**src/rtl/font_writer_pkg.sv**
```systemverilog
// Shared definitions for the font BRAM write-side controller: address width
// and the controller state encoding, also used by the video fetch logic.
package font_writer_pkg;

    localparam int FONT_ADDR_W = 13;

    typedef enum logic [1:0] {
        ST_IDLE  = 2'd0,
        ST_BYTE0 = 2'd1,
        ST_BYTE1 = 2'd2,
        ST_FILL  = 2'd3
    } fw_state_t;

endpackage

```
**src/rtl/font_writer_if.sv**
```systemverilog
// Host-side port bundle of the font writer: pointer load, word write and fill
// handshakes plus the busy/pointer status returned to the register block.
interface font_writer_if #(
    parameter int ADDR_W = 13,
    parameter int WORD_W = 16
);
    logic              addr_valid;
    logic              addr_ready;
    logic [ADDR_W-1:0] addr_data;
    logic              wr_valid;
    logic              wr_ready;
    logic [WORD_W-1:0] wr_data;
    logic              fill_start;
    logic              fill_ready;
    logic [ADDR_W-1:0] fill_count;
    logic [7:0]        fill_data;
    logic              busy;
    logic [ADDR_W-1:0] ptr;

    modport master (
        output addr_valid, addr_data, wr_valid, wr_data,
               fill_start, fill_count, fill_data,
        input  addr_ready, wr_ready, fill_ready, busy, ptr
    );

    modport slave (
        input  addr_valid, addr_data, wr_valid, wr_data,
               fill_start, fill_count, fill_data,
        output addr_ready, wr_ready, fill_ready, busy, ptr
    );
endinterface

```
**src/rtl/font_writer.sv**
```systemverilog
// Font BRAM write-side controller: splits host words into two byte writes with
// an auto-incrementing pointer, and runs hardware fills of N bytes.
module font_writer
    import font_writer_pkg::*;
#(
    parameter int ADDR_W   = FONT_ADDR_W,
    parameter int WORD_W   = 16,
    parameter bit HI_FIRST = 1'b1
) (
    input  logic              clk,
    input  logic              reset,
    font_writer_if.slave      host,
    output logic              font_wr_en,
    output logic [ADDR_W-1:0] font_wr_addr,
    output logic [7:0]        font_wr_data
);

    localparam logic [ADDR_W:0] FULL_COUNT = (ADDR_W+1)'(1) << ADDR_W;

    fw_state_t         state_q, state_d;
    logic [ADDR_W-1:0] ptr_q, ptr_d;
    logic [WORD_W-1:0] word_q, word_d;
    logic [7:0]        fill_byte_q, fill_byte_d;
    logic [ADDR_W:0]   remaining_q, remaining_d;
    logic              wr_en_q, wr_en_d;
    logic [ADDR_W-1:0] wr_addr_q, wr_addr_d;
    logic [7:0]        wr_data_q, wr_data_d;
    logic [ADDR_W-1:0] base_ptr;
    logic              addr_ready_c, wr_ready_c, fill_ready_c;

    function automatic logic [7:0] first_byte(input logic [WORD_W-1:0] w);
        return HI_FIRST ? w[WORD_W-1 -: 8] : w[7:0];
    endfunction

    function automatic logic [7:0] second_byte(input logic [WORD_W-1:0] w);
        return HI_FIRST ? w[7:0] : w[WORD_W-1 -: 8];
    endfunction

    always_comb begin
        state_d      = state_q;
        ptr_d        = ptr_q;
        word_d       = word_q;
        fill_byte_d  = fill_byte_q;
        remaining_d  = remaining_q;
        wr_en_d      = 1'b0;
        wr_addr_d    = wr_addr_q;
        wr_data_d    = wr_data_q;
        base_ptr     = ptr_q;
        addr_ready_c = 1'b0;
        wr_ready_c   = 1'b0;
        fill_ready_c = 1'b0;

        unique case (state_q)
            ST_IDLE: begin
                addr_ready_c = 1'b1;
                fill_ready_c = 1'b1;
                wr_ready_c   = ~host.fill_start;
                // A same-cycle pointer load takes effect before the word/fill starts.
                if (host.addr_valid) begin
                    ptr_d    = host.addr_data;
                    base_ptr = host.addr_data;
                end
                if (host.fill_start) begin
                    state_d     = ST_FILL;
                    fill_byte_d = host.fill_data;
                    remaining_d = (host.fill_count == '0) ? FULL_COUNT
                                                          : {1'b0, host.fill_count};
                    wr_en_d     = 1'b1;
                    wr_addr_d   = base_ptr;
                    wr_data_d   = host.fill_data;
                end else if (host.wr_valid) begin
                    state_d   = ST_BYTE0;
                    word_d    = host.wr_data;
                    wr_en_d   = 1'b1;
                    wr_addr_d = base_ptr;
                    wr_data_d = first_byte(host.wr_data);
                end
            end
            ST_BYTE0: begin
                state_d   = ST_BYTE1;
                ptr_d     = ptr_q + ADDR_W'(1);
                wr_en_d   = 1'b1;
                wr_addr_d = ptr_q + ADDR_W'(1);
                wr_data_d = second_byte(word_q);
            end
            ST_BYTE1: begin
                wr_ready_c = 1'b1;
                ptr_d      = ptr_q + ADDR_W'(1);
                // Back-to-back words keep the write port busy every cycle.
                if (host.wr_valid) begin
                    state_d   = ST_BYTE0;
                    word_d    = host.wr_data;
                    wr_en_d   = 1'b1;
                    wr_addr_d = ptr_q + ADDR_W'(1);
                    wr_data_d = first_byte(host.wr_data);
                end else begin
                    state_d = ST_IDLE;
                end
            end
            ST_FILL: begin
                ptr_d       = ptr_q + ADDR_W'(1);
                remaining_d = remaining_q - (ADDR_W+1)'(1);
                if (remaining_q == (ADDR_W+1)'(1)) begin
                    state_d = ST_IDLE;
                end else begin
                    wr_en_d   = 1'b1;
                    wr_addr_d = ptr_q + ADDR_W'(1);
                    wr_data_d = fill_byte_q;
                end
            end
            default: state_d = ST_IDLE;
        endcase
    end

    always_ff @(posedge clk) begin
        if (reset) begin
            state_q     <= ST_IDLE;
            ptr_q       <= '0;
            word_q      <= '0;
            fill_byte_q <= '0;
            remaining_q <= '0;
            wr_en_q     <= 1'b0;
            wr_addr_q   <= '0;
            wr_data_q   <= '0;
        end else begin
            state_q     <= state_d;
            ptr_q       <= ptr_d;
            word_q      <= word_d;
            fill_byte_q <= fill_byte_d;
            remaining_q <= remaining_d;
            wr_en_q     <= wr_en_d;
            wr_addr_q   <= wr_addr_d;
            wr_data_q   <= wr_data_d;
        end
    end

    assign host.addr_ready = addr_ready_c & ~reset;
    assign host.wr_ready   = wr_ready_c & ~reset;
    assign host.fill_ready = fill_ready_c & ~reset;
    assign host.busy       = (state_q != ST_IDLE);
    assign host.ptr        = ptr_q;

    assign font_wr_en   = wr_en_q;
    assign font_wr_addr = wr_addr_q;
    assign font_wr_data = wr_data_q;

endmodule
```
**src/flat_wrapper.sv**
```systemverilog
// flat-port wrapper written by rule: the top's interface ports become plain ports
module font_writer_flat import font_writer_pkg::*;
#(
    parameter int ADDR_W   = FONT_ADDR_W,
    parameter int WORD_W   = 16,
    parameter bit HI_FIRST = 1'b1
)
  (clk, reset, font_wr_en, font_wr_addr, font_wr_data, host_addr_valid, host_addr_data, host_wr_valid, host_wr_data, host_fill_start, host_fill_count, host_fill_data, host_addr_ready, host_wr_ready, host_fill_ready, host_busy, host_ptr);
  font_writer_if #(.ADDR_W(ADDR_W), .WORD_W(WORD_W)) host_i ();
  input  logic clk;
  input  logic reset;
  output logic font_wr_en;
  output logic [ADDR_W-1:0] font_wr_addr;
  output logic [7:0] font_wr_data;
  input wire logic [$bits(host_i.addr_valid)-1:0] host_addr_valid;
  input wire logic [$bits(host_i.addr_data)-1:0] host_addr_data;
  input wire logic [$bits(host_i.wr_valid)-1:0] host_wr_valid;
  input wire logic [$bits(host_i.wr_data)-1:0] host_wr_data;
  input wire logic [$bits(host_i.fill_start)-1:0] host_fill_start;
  input wire logic [$bits(host_i.fill_count)-1:0] host_fill_count;
  input wire logic [$bits(host_i.fill_data)-1:0] host_fill_data;
  output wire logic [$bits(host_i.addr_ready)-1:0] host_addr_ready;
  output wire logic [$bits(host_i.wr_ready)-1:0] host_wr_ready;
  output wire logic [$bits(host_i.fill_ready)-1:0] host_fill_ready;
  output wire logic [$bits(host_i.busy)-1:0] host_busy;
  output wire logic [$bits(host_i.ptr)-1:0] host_ptr;
  assign host_i.addr_valid = host_addr_valid;
  assign host_i.addr_data = host_addr_data;
  assign host_i.wr_valid = host_wr_valid;
  assign host_i.wr_data = host_wr_data;
  assign host_i.fill_start = host_fill_start;
  assign host_i.fill_count = host_fill_count;
  assign host_i.fill_data = host_fill_data;
  assign host_addr_ready = host_i.addr_ready;
  assign host_wr_ready = host_i.wr_ready;
  assign host_fill_ready = host_i.fill_ready;
  assign host_busy = host_i.busy;
  assign host_ptr = host_i.ptr;
  font_writer #(.ADDR_W(ADDR_W), .WORD_W(WORD_W), .HI_FIRST(HI_FIRST)) u_core (.clk(clk), .reset(reset), .host(host_i), .font_wr_en(font_wr_en), .font_wr_addr(font_wr_addr), .font_wr_data(font_wr_data));
endmodule
```
**config.mk**
```make
export PLATFORM = sky130hd
export DESIGN_NAME = font_writer_flat
export DESIGN_NICKNAME = d
export VERILOG_FILES = /design/src/rtl/font_writer_pkg.sv /design/src/rtl/font_writer_if.sv /design/src/rtl/font_writer.sv /design/src/flat_wrapper.sv
export SDC_FILE = /design/constraint.sdc
export NUM_CORES = 1
export LEC_CHECK = 0
export BUFFER_PORTS_ARGS = -buffer_cell sky130_fd_sc_hd__buf_2
export CORE_MARGIN = 4
export CORE_UTILIZATION = 52
export DETAILED_ROUTE_END_ITERATION = 7
export GPL_ROUTABILITY_DRIVEN = 0
export PLACE_DENSITY = 0.78
export RECOVER_POWER = 25
export SETUP_SLACK_MARGIN = 0.4
export SLEW_MARGIN = 30
export SYNTH_ARGS = -nofsm -noshare
export SYNTH_HDL_FRONTEND = slang
export SYNTH_SLANG_ARGS = --single-unit
```
**constraint.sdc**
```tcl
create_clock -name clk -period 2.7 [get_ports clk]
set_input_delay 0.54 -clock clk [delete_from_list [all_inputs] [get_ports clk]]
set_output_delay 0.54 -clock clk [all_outputs]
set_load 0.03 [all_outputs]
```
==> impl_metrics.toml, run 1 <==
[power_and_ir_drop]
switching_share = 0.339
internal-power_mw = 1.85
power_leakage_nw = 1.67
p_comb_frac = 0.258
total_switching_power_mw = 0.946
total_power_mw = 2.79
power.density_mw_per_mm2 = 681
power_frac_clock = 0.314
sequentialPowerShare = 0.428
peakVddDrop_v = 0.000456

[floorplanning]
core.rowCount = 29
initial_utilization = 0.534
fp.dieArea_mm2 = 0.00788
die_height_um = 88.8
core_area_mm2 = 0.00635
die_x_um = 88.8
io_pins = 94

[worst_setup_path]
critical_path_data_arrival_time_ns = 2.43
setup.worst_path.end_class = "register"
cell_by_cell_trace_of_the_critical_path = "inv_1, ha_1, or4b_4, nor4_4, buf_4, a21o_2, nor3_1, a31o_1"
slowest_delay_ns = 0.49
path_class = "register to register"
cp_data_required_time_ns = 2.93
timing.critical_path.fanout_max = 6
critical_path.startpoint_type = "register"
critPathSlowestCell = "sky130_fd_sc_hd__or4b_4"

[final_layout]
post_route_utilization = 0.646
fin_nets = 565
fraction_of_final_layout_cells_with_drive_strength_greater_than_1 = 0.236
n_fill_cell = 575
layout-area-overhead-vs-synth_pct = 20.9
final_cell_mix = "sky130_fd_sc_hd__buf_2, sky130_fd_sc_hd__dfxtp_1, sky130_fd_sc_hd__nand2_1"
layout_commonest_cell = "sky130_fd_sc_hd__buf_2"
diodes = 0
stdcell_area_mm2 = 0.00410
final_cell_count_without_fillers = 589

[placement]
place.port_buffers = 93
placedInstanceArea_mm2 = 0.00390
detailedPlacementHpwl_um = 6790
place_inst = 572

[sta]
layout_min_cycle_time_ns = 2.20
grt_setup_unrepaired = "false"
timing_hold_violations_final = 0
upper_clock_frequency_limit_mhz = 455
final-max-slew-violation-count = 0
max_slew.worst_pin.slew_ns = 0.669
max_slew_margin = 0.551
setup_viol_count_final = 0
clock-skew-final_ns = 0.00909
final.period_utilization = 0.814
finalSetupTns_ns = 0

[route]
detailroute.via_count = 3518
remaining_drc_errors = 0
routedWlPerCell_um = 16.2
routed_via_density = 5.97
drtPass1Iterations = 5
routed_wirelength_um = 9560
ant_nets_after_route = 0
dr.first_iter.drc_count = 248

[synth]
syn_inst = 421
synthesis.yosys.warnings = 0
synthesized_flop_and_latch_total = 67
synth_nets = 479
synth-main-ff-cell = "sky130_fd_sc_hd__dfxtp_1"
synth-edff-count = 0
synth-async-reset-ratio = 0
synth.cell_area_mm2 = 0.00339
yosys.cell_types.count = 61
syn_area_per_cell_um2 = 8.06
synth-seq-area-share = 0.395

[global_routing]
largest_net_degree_at_the_start_of_global_routing = 47
via_count_of_the_first_global_routing_pass = 3298
grt_antenna_before_repair = 0
grt_overflow_total = 0
grt_first_pass_wirelength_um = 15300
groute.usage.overall = 0.248

[clocking]
clock_tree.root_cell = "sky130_fd_sc_hd__clkbuf_8"
cts_max_path_buffers = 2
number_of_sinks_driven_by_the_clock_tree = 67
worst_setup_hold_path_clk_slew_ns = 0.07
worstSkewPairLatency_ns = 0.34
cts_max_level = 3
numCtsBuffers = 9
cts_tree = "built"

[hold_path]
hp-class = "input pin to register"

[flow_run]
cap_violations = 0

[status]
outcome = "complete, no violations"
==> sequential cells by signal, summed over array words and instances, names as in the netlist <==
| register | flops |
|---|---|
| u_core.font_wr_addr | 13 |
| u_core.remaining_q | 14 |
| u_core.state_q | 2 |
| u_core.host.ptr | 13 |
| u_core.word_q | 8 |
| u_core.font_wr_data | 8 |
| u_core.fill_byte_q | 8 |
| u_core.font_wr_en | 1 |
==> cells in the mapped netlist, drive strengths merged, types with 3 or more instances <==
cell    instances  share of area
nor4            7          0.017
a31oi           7          0.013
mux2i          11          0.032
o21ai          24          0.039
dfxtp          67           0.40
inv             6         0.0066
or3             5         0.0092
nand4           3         0.0055
and2            4         0.0077
mux2            8          0.027
or4             4          0.011
nor2b           3         0.0055
o22ai           9          0.018
ha              3          0.011
a21o            4         0.0092
o21bai          3         0.0066
buf            10          0.018
o211ai          7          0.015
nor2           45          0.050
and3            3         0.0055
o311ai          4          0.010
clkbuf         18          0.020
nor3b           5          0.011
a21oi          39          0.059
nand2b          9          0.017
nand2          50          0.056
a211oi          8          0.019
nand3          11          0.016
nor3           22          0.032
==> power groups by stage <==
stage	clock network [mW]	registers, mW	logic (mW)
final	0.879	1.20	0.720
after global routing	0.944	1.21	0.797
after CTS	0.885	1.19	0.728
after detailed placement	0	1.21	0.721
after global placement	0	1.21	0.706
after floorplan	0	1.29	0.424
==> through the flow <==
step / hold WS [ns] / setup slack, ns
6_report: 0.432 / 0.501
5_1_grt: 0.424 / 0.399
4_1_cts: 0.423 / 0.459
3_5_place_dp: 0.447 / 0.355
3_3_place_gp: 0.442 / 0.485
2_1_floorplan: 0.436 / 0.487
==> worst paths after layout <==
kind	cells after the start	from	slack, ns	to
hold / removal	3	host_wr_data[3]	0.43	u_core.word_q[3]$_SDFFE_PP0P_
setup / recovery	8	u_core.remaining_q[1]$_SDFFE_PP0P_	0.50	u_core.font_wr_addr[2]$_SDFFE_PP0P_
setup reg to reg	8	u_core.remaining_q[1]$_SDFFE_PP0P_	0.50	u_core.font_wr_addr[2]$_SDFFE_PP0P_
hold reg to reg	2	u_core.fill_byte_q[7]$_SDFFE_PP0P_	0.46	u_core.fill_byte_q[7]$_SDFFE_PP0P_
==> logic make-up (layout without fill, tap and decap cells) <==
group | Yosys count | count (layout) | synth area share
flops | 67 | 67 | 0.395
fa+ha+maj | 3 | 3 | 0.0111
buf+inv | 34 | 125 | 0.0454
mux | 19 | 19 | 0.0590
simple gates | 176 | 176 | 0.256
compound gates | 120 | 120 | 0.228
xor+xnor | 2 | 2 | 0.00517
==> worst max-delay path: cells and delay by family, from the launching register on <==
kind | cells | cell delay (ns)
AOI/OAI and AO/OA | 2 | 0.39
buffers and inverters | 2 | 0.28
and+or+nand+nor | 3 | 0.92
adders and majority gates | 1 | 0.18
DFF | 1 | 0.32
==> layout make-up <==
type | count | area, um^2 | area share
Sequential cell | 67 | 1340 | 0.328
Multi-Input combinational cell | 320 | 1920 | 0.468
Inverter | 6 | 22.5 | 0.00549
Tap cell | 77 | 96.3 | 0.0235
Clock buffer | 12 | 165 | 0.0403
Timing Repair Buffer | 103 | 508 | 0.124
Clock inverter | 4 | 47.5 | 0.0116
==> layer usage <==
metal | global-route usage | wire length (um) | share of wire
met5 | 0 | 0 | 0
met4 | 0.117 | 175 | 0.018
met3 | 0.0521 | 688 | 0.072
met2 | 0.403 | 4700 | 0.49
met1 | 0.315 | 3990 | 0.42
==> timing repair <==
| action | 4_1_cts | 5_1_grt |
|---|---|---|
| hold buffers | 0 | 0 |
| endpoints found under the setup margin | 3 | 12 |
| cloned | 0 | 0 |
| pin swaps | 0 | 1 |
| endpoints found under the hold margin | 0 | 0 |
| buffers inserted | 0 | 1 |
| gates resized for setup | 2 | 4 |
No activity file was read; power rests on OpenSTA's default activity.
==> inputs of run 2 (changes only) <==
--- a/config.mk
+++ b/config.mk
@@ -5,12 +5,13 @@
 export SDC_FILE = /design/constraint.sdc
 export NUM_CORES = 1
 export LEC_CHECK = 0
+export ABC_AREA = 1
 export BUFFER_PORTS_ARGS = -buffer_cell sky130_fd_sc_hd__buf_2
 export CORE_MARGIN = 4
-export CORE_UTILIZATION = 52
+export CORE_UTILIZATION = 48
 export DETAILED_ROUTE_END_ITERATION = 7
 export GPL_ROUTABILITY_DRIVEN = 0
-export PLACE_DENSITY = 0.78
+export PLACE_DENSITY = 0.75
 export RECOVER_POWER = 25
 export SETUP_SLACK_MARGIN = 0.4
 export SLEW_MARGIN = 30
==> constraint.sdc (replaced) <==
create_clock -name clk -period 1.95 [get_ports clk]
set_input_delay 0.39 -clock clk [delete_from_list [all_inputs] [get_ports clk]]
set_output_delay 0.39 -clock clk [all_outputs]
set_load 0.03 [all_outputs]
==> run 2 against run 1 <==
  * Critical path depth rose by 1
  * Combinational power rose by 100%
  * Utilization fell by 3.2 points
  * First-iteration DRC count fell by 7.3%
  * Clock-buffer cell count rose by 1
  * Hold slack got worse by 0.12 ns
  * Register-to-register slack got worse by 0.23 ns
  * Via count rose by 12%
  * Routed wire length rose by 5.1%
  * Fmax rose by 31%
  * Sequential cell count did not move
  * Final area rose by 9.8%
  * Critical path type unchanged
  * Critical endpoint is now u_core.font_wr_addr[8]$_SDFFE_PP0P_
  * Largest cell class unchanged
  * Largest power group unchanged
  * Highest routed layer unchanged
==> impl_metrics.toml, run 2 <==
[synth]
synth_nets = 628
yosys.cell_types.count = 33
synth.most_common_cell = "sky130_fd_sc_hd__nand2_1"
synth-edff-count = 0
synth.cell_area_mm2 = 0.00367
synth_largest_area_cell = "sky130_fd_sc_hd__dfxtp_1"
syn_inst = 570
synth_top_cell_area_share = 0.365
synth-main-ff-cell = "sky130_fd_sc_hd__dfxtp_1"
syn_area_per_cell_um2 = 6.44
synth-async-reset-ratio = 0
yosys-top-cells-area = "sky130_fd_sc_hd__dfxtp_1, sky130_fd_sc_hd__nand2_1, sky130_fd_sc_hd__nor2_1"
netlist_top_cells_count = "sky130_fd_sc_hd__nand2_1, sky130_fd_sc_hd__nor2_1, sky130_fd_sc_hd__dfxtp_1, sky130_fd_sc_hd__inv_1, sky130_fd_sc_hd__a21oi_1"
synthesized_flop_and_latch_total = 67
synthesis.yosys.warnings = 0
synth-seq-area-share = 0.365

[global_routing]
largest_net_degree_at_the_start_of_global_routing = 47
groute.usage.overall = 0.223
grt_overflow_total = 0
grt_antenna_before_repair = 0
via_count_of_the_first_global_routing_pass = 3616
grt_first_pass_wirelength_um = 16200

[clocking]
cts_max_path_buffers = 2
cts_max_level = 3
numCtsBuffers = 9
cts_tree = "built"
number_of_sinks_driven_by_the_clock_tree = 67
clock_tree.root_cell = "sky130_fd_sc_hd__clkbuf_8"
cts-hold-fix-buffers = 0
worst_setup_hold_path_clk_slew_ns = 0.07
worstSkewPairLatency_ns = 0.33

[sta]
finalSetupTns_ns = 0
final-max-slew-violation-count = 0
grt_setup_unrepaired = "true"
clock-skew-final_ns = 0.0109
final.period_utilization = 0.860
max_slew_margin = 0.669
setup_viol_count_final = 0
max_slew.worst_pin.slew_ns = 0.495
worst_hold_slack_ns = 0.308
timing_hold_violations_final = 0
upper_clock_frequency_limit_mhz = 596
layout_min_cycle_time_ns = 1.68

[final_layout]
diodes = 0
layout_commonest_cell = "sky130_fd_sc_hd__nand2_1"
multiInputGateArea_mm2 = 0.00200
ff_latch_area_mm2 = 0.00135
n_fill_cell = 695
max_flop_register = "u_core.remaining_q"
fraction_of_final_layout_cells_with_drive_strength_greater_than_1 = 0.219
final_cell_mix = "sky130_fd_sc_hd__nand2_1, sky130_fd_sc_hd__nor2_1, sky130_fd_sc_hd__buf_2"
fin_nets = 721
largest_reg_flops = 14
layout-area-overhead-vs-synth_pct = 22.5

[hold_path]
hp-class = "input pin to register"

[worst_setup_path]
cp_data_required_time_ns = 2.17
critical_path.startpoint_type = "register"
setup.worst_path.end_class = "register"
critical_path_data_arrival_time_ns = 1.90
timing.critical_path.fanout_max = 7
path_class = "register to register"
setup.reg_to_reg.worst_slack_ns = 0.27

[route]
routedWlPerCell_um = 13.1
dr.first_iter.drc_count = 230
drtPass1Iterations = 4
routed_via_density = 5.16
detailroute.via_count = 3949
remaining_drc_errors = 0
routed_wirelength_um = 10000
ant_nets_after_route = 0

[placement]
place.port_buffers = 93
detailedPlacementHpwl_um = 7220

[power_and_ir_drop]
internal-power_mw = 2.69
switching_share = 0.378
total_switching_power_mw = 1.63
peakVddDrop_v = 0.000439
sequentialPowerShare = 0.395
power_frac_clock = 0.269
power_leakage_nw = 2.09
p_comb_frac = 0.336
power.density_mw_per_mm2 = 960

[flow_run]
cap_violations = 0

[floorplanning]
die_x_um = 95.5
fp.dieArea_mm2 = 0.00912
io_pins = 94
die_height_um = 95.5
initial_utilization = 0.501
core.rowCount = 31
core_area_mm2 = 0.00733

[status]
outcome = "complete, no violations"
## run 2: final timing paths
check	start	end	cells past startpoint
setup / recovery	u_core.host.ptr[1]$_SDFF_PP0_	u_core.font_wr_addr[8]$_SDFFE_PP0P_	9
hold / removal	host_wr_data[6]	u_core.word_q[6]$_SDFFE_PP0P_	3
setup reg to reg	u_core.host.ptr[1]$_SDFF_PP0_	u_core.font_wr_addr[8]$_SDFFE_PP0P_	9
hold reg to reg	u_core.word_q[2]$_SDFFE_PP0P_	u_core.word_q[2]$_SDFFE_PP0P_	2
## run 2: cell families after synthesis
logic type               count (synthesis)  share of synthesized area
AND/OR/NAND/NOR                        279                      0.321
adder cells (fa/ha/maj)                  3                     0.0102
buffers and inverters                   92                      0.107
flip-flops                              67                      0.365
XOR/XNOR                                 3                    0.00715
AO/OA/AOI/OAI                          126                      0.190
## run 2: area by class of cell
class	count	area share
clock buffer	13	0.0353
clock inverter	2	0.00778
inverter	69	0.0586
multi-input combinational	411	0.444
sequential	67	0.300
tap	99	0.0275
timing repair buffer	105	0.127
## run 2: worst max-delay path, cell delays in order (launching register included)
cell,delay [ns]
sky130_fd_sc_hd__dfxtp_2,0.39
sky130_fd_sc_hd__ha_4,0.15
sky130_fd_sc_hd__nand2_1,0.07
sky130_fd_sc_hd__nor2_1,0.41
sky130_fd_sc_hd__nand2_1,0.13
sky130_fd_sc_hd__xor2_1,0.16
sky130_fd_sc_hd__nand2_1,0.07
sky130_fd_sc_hd__nand2_1,0.05
sky130_fd_sc_hd__nor2_1,0.09
sky130_fd_sc_hd__nor2_1,0.04
## run 2: what timing repair did
item | 4_1_cts | 5_1_grt
hold endpoints to repair | 0 | 0
endpoints found under the setup margin | 5 | 26
setup buffers | 3 | 1
resized for setup | 16 | 15
pin swaps | 3 | 2
## run 2: per-layer routing
layer / vias up / track usage / share of wire
li1: 2016 / - / -
met1: 1788 / 0.288 / 0.44
met2: 128 / 0.358 / 0.48
met3: 17 / 0.0489 / 0.066
met4: 0 / 0.0960 / 0.018
met5: - / 0 / 0
## run 2: power by group through the flow
stage | Clock, mW | Combinational, mW | Sequential [mW]
floorplan | 0 | 0.855 | 1.89
global placement | 0 | 1.36 | 1.72
detailed placement | 0 | 1.38 | 1.73
CTS | 1.17 | 1.44 | 1.70
global route | 1.26 | 1.61 | 1.73
finish | 1.16 | 1.45 | 1.71
## run 2: stage by stage
stage	power, mW	setup WS, ns	util	instances	cell area (um^2)
after floorplan	2.75	0.359	-	570	3690
after global placement	3.08	0.364	0.575	747	4220
after detailed placement	3.11	0.339	0.575	747	4220
after CTS	4.31	0.400	0.611	765	4480
after global routing	4.59	0.177	0.614	766	4500
final	4.32	0.273	0.614	766	4500
==> inputs of run 3 (changes only) <==
--- a/config.mk
+++ b/config.mk
@@ -7,8 +7,10 @@
 export LEC_CHECK = 0
 export ABC_AREA = 1
 export BUFFER_PORTS_ARGS = -buffer_cell sky130_fd_sc_hd__buf_2
+export CELL_PAD_IN_SITES_DETAIL_PLACEMENT = 1
+export CELL_PAD_IN_SITES_GLOBAL_PLACEMENT = 2
 export CORE_MARGIN = 4
-export CORE_UTILIZATION = 48
+export CORE_UTILIZATION = 25
 export DETAILED_ROUTE_END_ITERATION = 7
 export GPL_ROUTABILITY_DRIVEN = 0
 export PLACE_DENSITY = 0.75
==> run 3 against run 2 <==
  * Fmax rose by 7.4%
  * Clock skew fell by 0.0042 ns
  * Non-clock buffer count rose by 4
  * Die area is 83% higher
  * Worst setup slack better by 0.12 ns
  * Sequential share of layout area shrank 2.1 points
  * Clock-buffer cell count shrank 2
  * Register-to-register slack better by 0.13 ns
  * Combinational power increased by 8%
  * Critical path depth shrank 5
  * Largest power group unchanged
==> impl_metrics.toml, run 3 (synthesis results as in run 2) <==
[clocking]
worst_setup_hold_path_clk_slew_ns = 0.06
cts_max_level = 3
number_of_sinks_driven_by_the_clock_tree = 67
worstSkewPairLatency_ns = 0.33
numCtsBuffers = 9
clock_tree.root_cell = "sky130_fd_sc_hd__clkbuf_16"
cts_max_path_buffers = 2
cts_tree = "built"

[route]
detailroute.via_count = 4029
routedWlPerCell_um = 15.5
routed_via_density = 4.70
met3_length_um = 550
dr.first_iter.drc_count = 146
wl_met1_um = 6110
ant_nets_after_route = 0
routed_length_on_met2_um = 6320
remaining_drc_errors = 0
routed_wirelength_um = 13300
drtPass1Iterations = 4
top_signal_layer_used = "met5"

[worst_setup_path]
cp_data_required_time_ns = 1.56
crit_family = "flip-flops"
critical_path.startpoint_type = "register"
setup.worst_path.end_class = "output pin"
timing.critical_path.fanout_max = 6
critPathSlowestCell = "sky130_fd_sc_hd__dfxtp_4"
cp.buffers_inverters = 2
critical_path_data_arrival_time_ns = 1.17
slowest_delay_ns = 0.36
path_class = "register to output pin"
cell_by_cell_trace_of_the_critical_path = "nor2_4, inv_8, nor2_4, buf_6"
critPathMostFrequentCell = "sky130_fd_sc_hd__nor2_4"

[floorplanning]
fp.dieArea_mm2 = 0.0167
core_area_mm2 = 0.0145
die_height_um = 129
die_x_um = 129
io_pins = 94
core.rowCount = 44
initial_utilization = 0.254

[global_routing]
grt_antenna_before_repair = 1
via_count_of_the_first_global_routing_pass = 4151
largest_net_degree_at_the_start_of_global_routing = 47
groute.usage.overall = 0.157
grt_first_pass_wirelength_um = 20700
grt_overflow_total = 0

[final_layout]
diodes = 0
layout_commonest_cell = "sky130_fd_sc_hd__nand2_1"
layout-area-overhead-vs-synth_pct = 32.6
final_cell_count_without_fillers = 857
fraction_of_final_layout_cells_with_drive_strength_greater_than_1 = 0.242
stdcell_area_mm2 = 0.00487
fin_nets = 727
largest_reg_flops = 14
final_cell_mix = "sky130_fd_sc_hd__nand2_1, sky130_fd_sc_hd__nor2_1, sky130_fd_sc_hd__buf_2"
max_flop_register = "u_core.remaining_q"

[placement]
place_inst = 832
placedInstanceArea_mm2 = 0.00432
place.port_buffers = 93
detailedPlacementHpwl_um = 9700

[sta]
upper_clock_frequency_limit_mhz = 640
max_slew_margin = 0.695
clock-skew-final_ns = 0.00667
final-max-slew-violation-count = 0
finalSetupTns_ns = 0
setup_viol_count_final = 0
timing_hold_violations_final = 0
grt_setup_unrepaired = "true"
final.period_utilization = 0.801
max_slew.worst_pin.slew_ns = 0.460
layout_min_cycle_time_ns = 1.56

[power_and_ir_drop]
internal-power_mw = 2.96
sequentialPowerShare = 0.360
switching_share = 0.384
total_switching_power_mw = 1.85
power.density_mw_per_mm2 = 987
power_frac_clock = 0.313
p_comb_frac = 0.326
total_power_mw = 4.81
power_leakage_nw = 2.16
peakVddDrop_v = 0.000419

[hold_path]
hp-class = "input pin to register"

[flow_run]
cap_violations = 0

[status]
outcome = "complete, no violations"
-- run 3: changes by cell type in the layout (fill, tap and decap cells not counted), sizes merged --
cell / previous run / this run
nand2: 134 / 136
bufinv: 1 / 0
clkinvlp: 0 / 3
clkbuf: 31 / 36
buf: 87 / 84
-- run 3: final timing paths --
check	from	slack, ns	endpoint	cells after the start
max	u_core.state_q[1]$_SDFFE_PP0P_	0.39	host_addr_ready	4
min	host_fill_count[0]	0.31	u_core.remaining_q[0]$_SDFFE_PP0P_	3
max reg2reg	u_core.remaining_q[1]$_SDFFE_PP0P_	0.40	u_core.font_wr_addr[0]$_SDFFE_PP0P_	10
min reg2reg	u_core.fill_byte_q[6]$_SDFFE_PP0P_	0.47	u_core.fill_byte_q[6]$_SDFFE_PP0P_	2
-- run 3: per-stage QoR --
stage                      util  hold slack, ns  setup slack (ns)
after floorplan               -           0.430             0.359
after global placement    0.299           0.457             0.349
after detailed placement  0.299           0.465             0.253
after CTS                 0.324           0.299             0.349
after global routing      0.336           0.316             0.307
final                     0.336           0.307             0.389
-- run 3: power groups by stage --
stage               logic (mW)  clock network (mW)  registers, mW
finish                    1.57                1.51           1.73
global route              1.77                1.62           1.76
CTS                       1.53                1.56           1.72
detailed placement        1.46                   0           1.74
global placement          1.42                   0           1.74
floorplan                0.855                   0           1.89
-- run 3: cell type report --
type,instances,area (um^2)
fillers,1857,9610
multi-input cells,413,2130
flip-flops and latches,67,1360
repair buffers,109,613
inverters,69,272
clock buffers,11,243
well taps,184,230
clock inverters,4,27.5
-- run 3: repair_timing --
action                                  4_1_cts  5_1_grt
hold buffers                                  0        0
pin swaps                                     2        7
endpoints found under the setup margin       27       32
setup buffers                                 4        3
gates cloned                                  0        3
resized for setup                            21       36
-- run 3: tightest hold or removal path: cells and delay by family --
kind                   cells  cell delay [ns]
buffers and inverters      1             0.10
AND/OR/NAND/NOR            1             0.05
AO/OA/AOI/OAI              1             0.05
-- run 3: per-layer routing --
| layer | vias up | track usage |
|---|---|---|
| met1 | 1895 | 0.199 |
| met3 | 18 | 0.0326 |
| met5 | - | 0 |
| li1 | 2038 | - |
| met4 | 2 | 0.0587 |
| met2 | 76 | 0.263 |
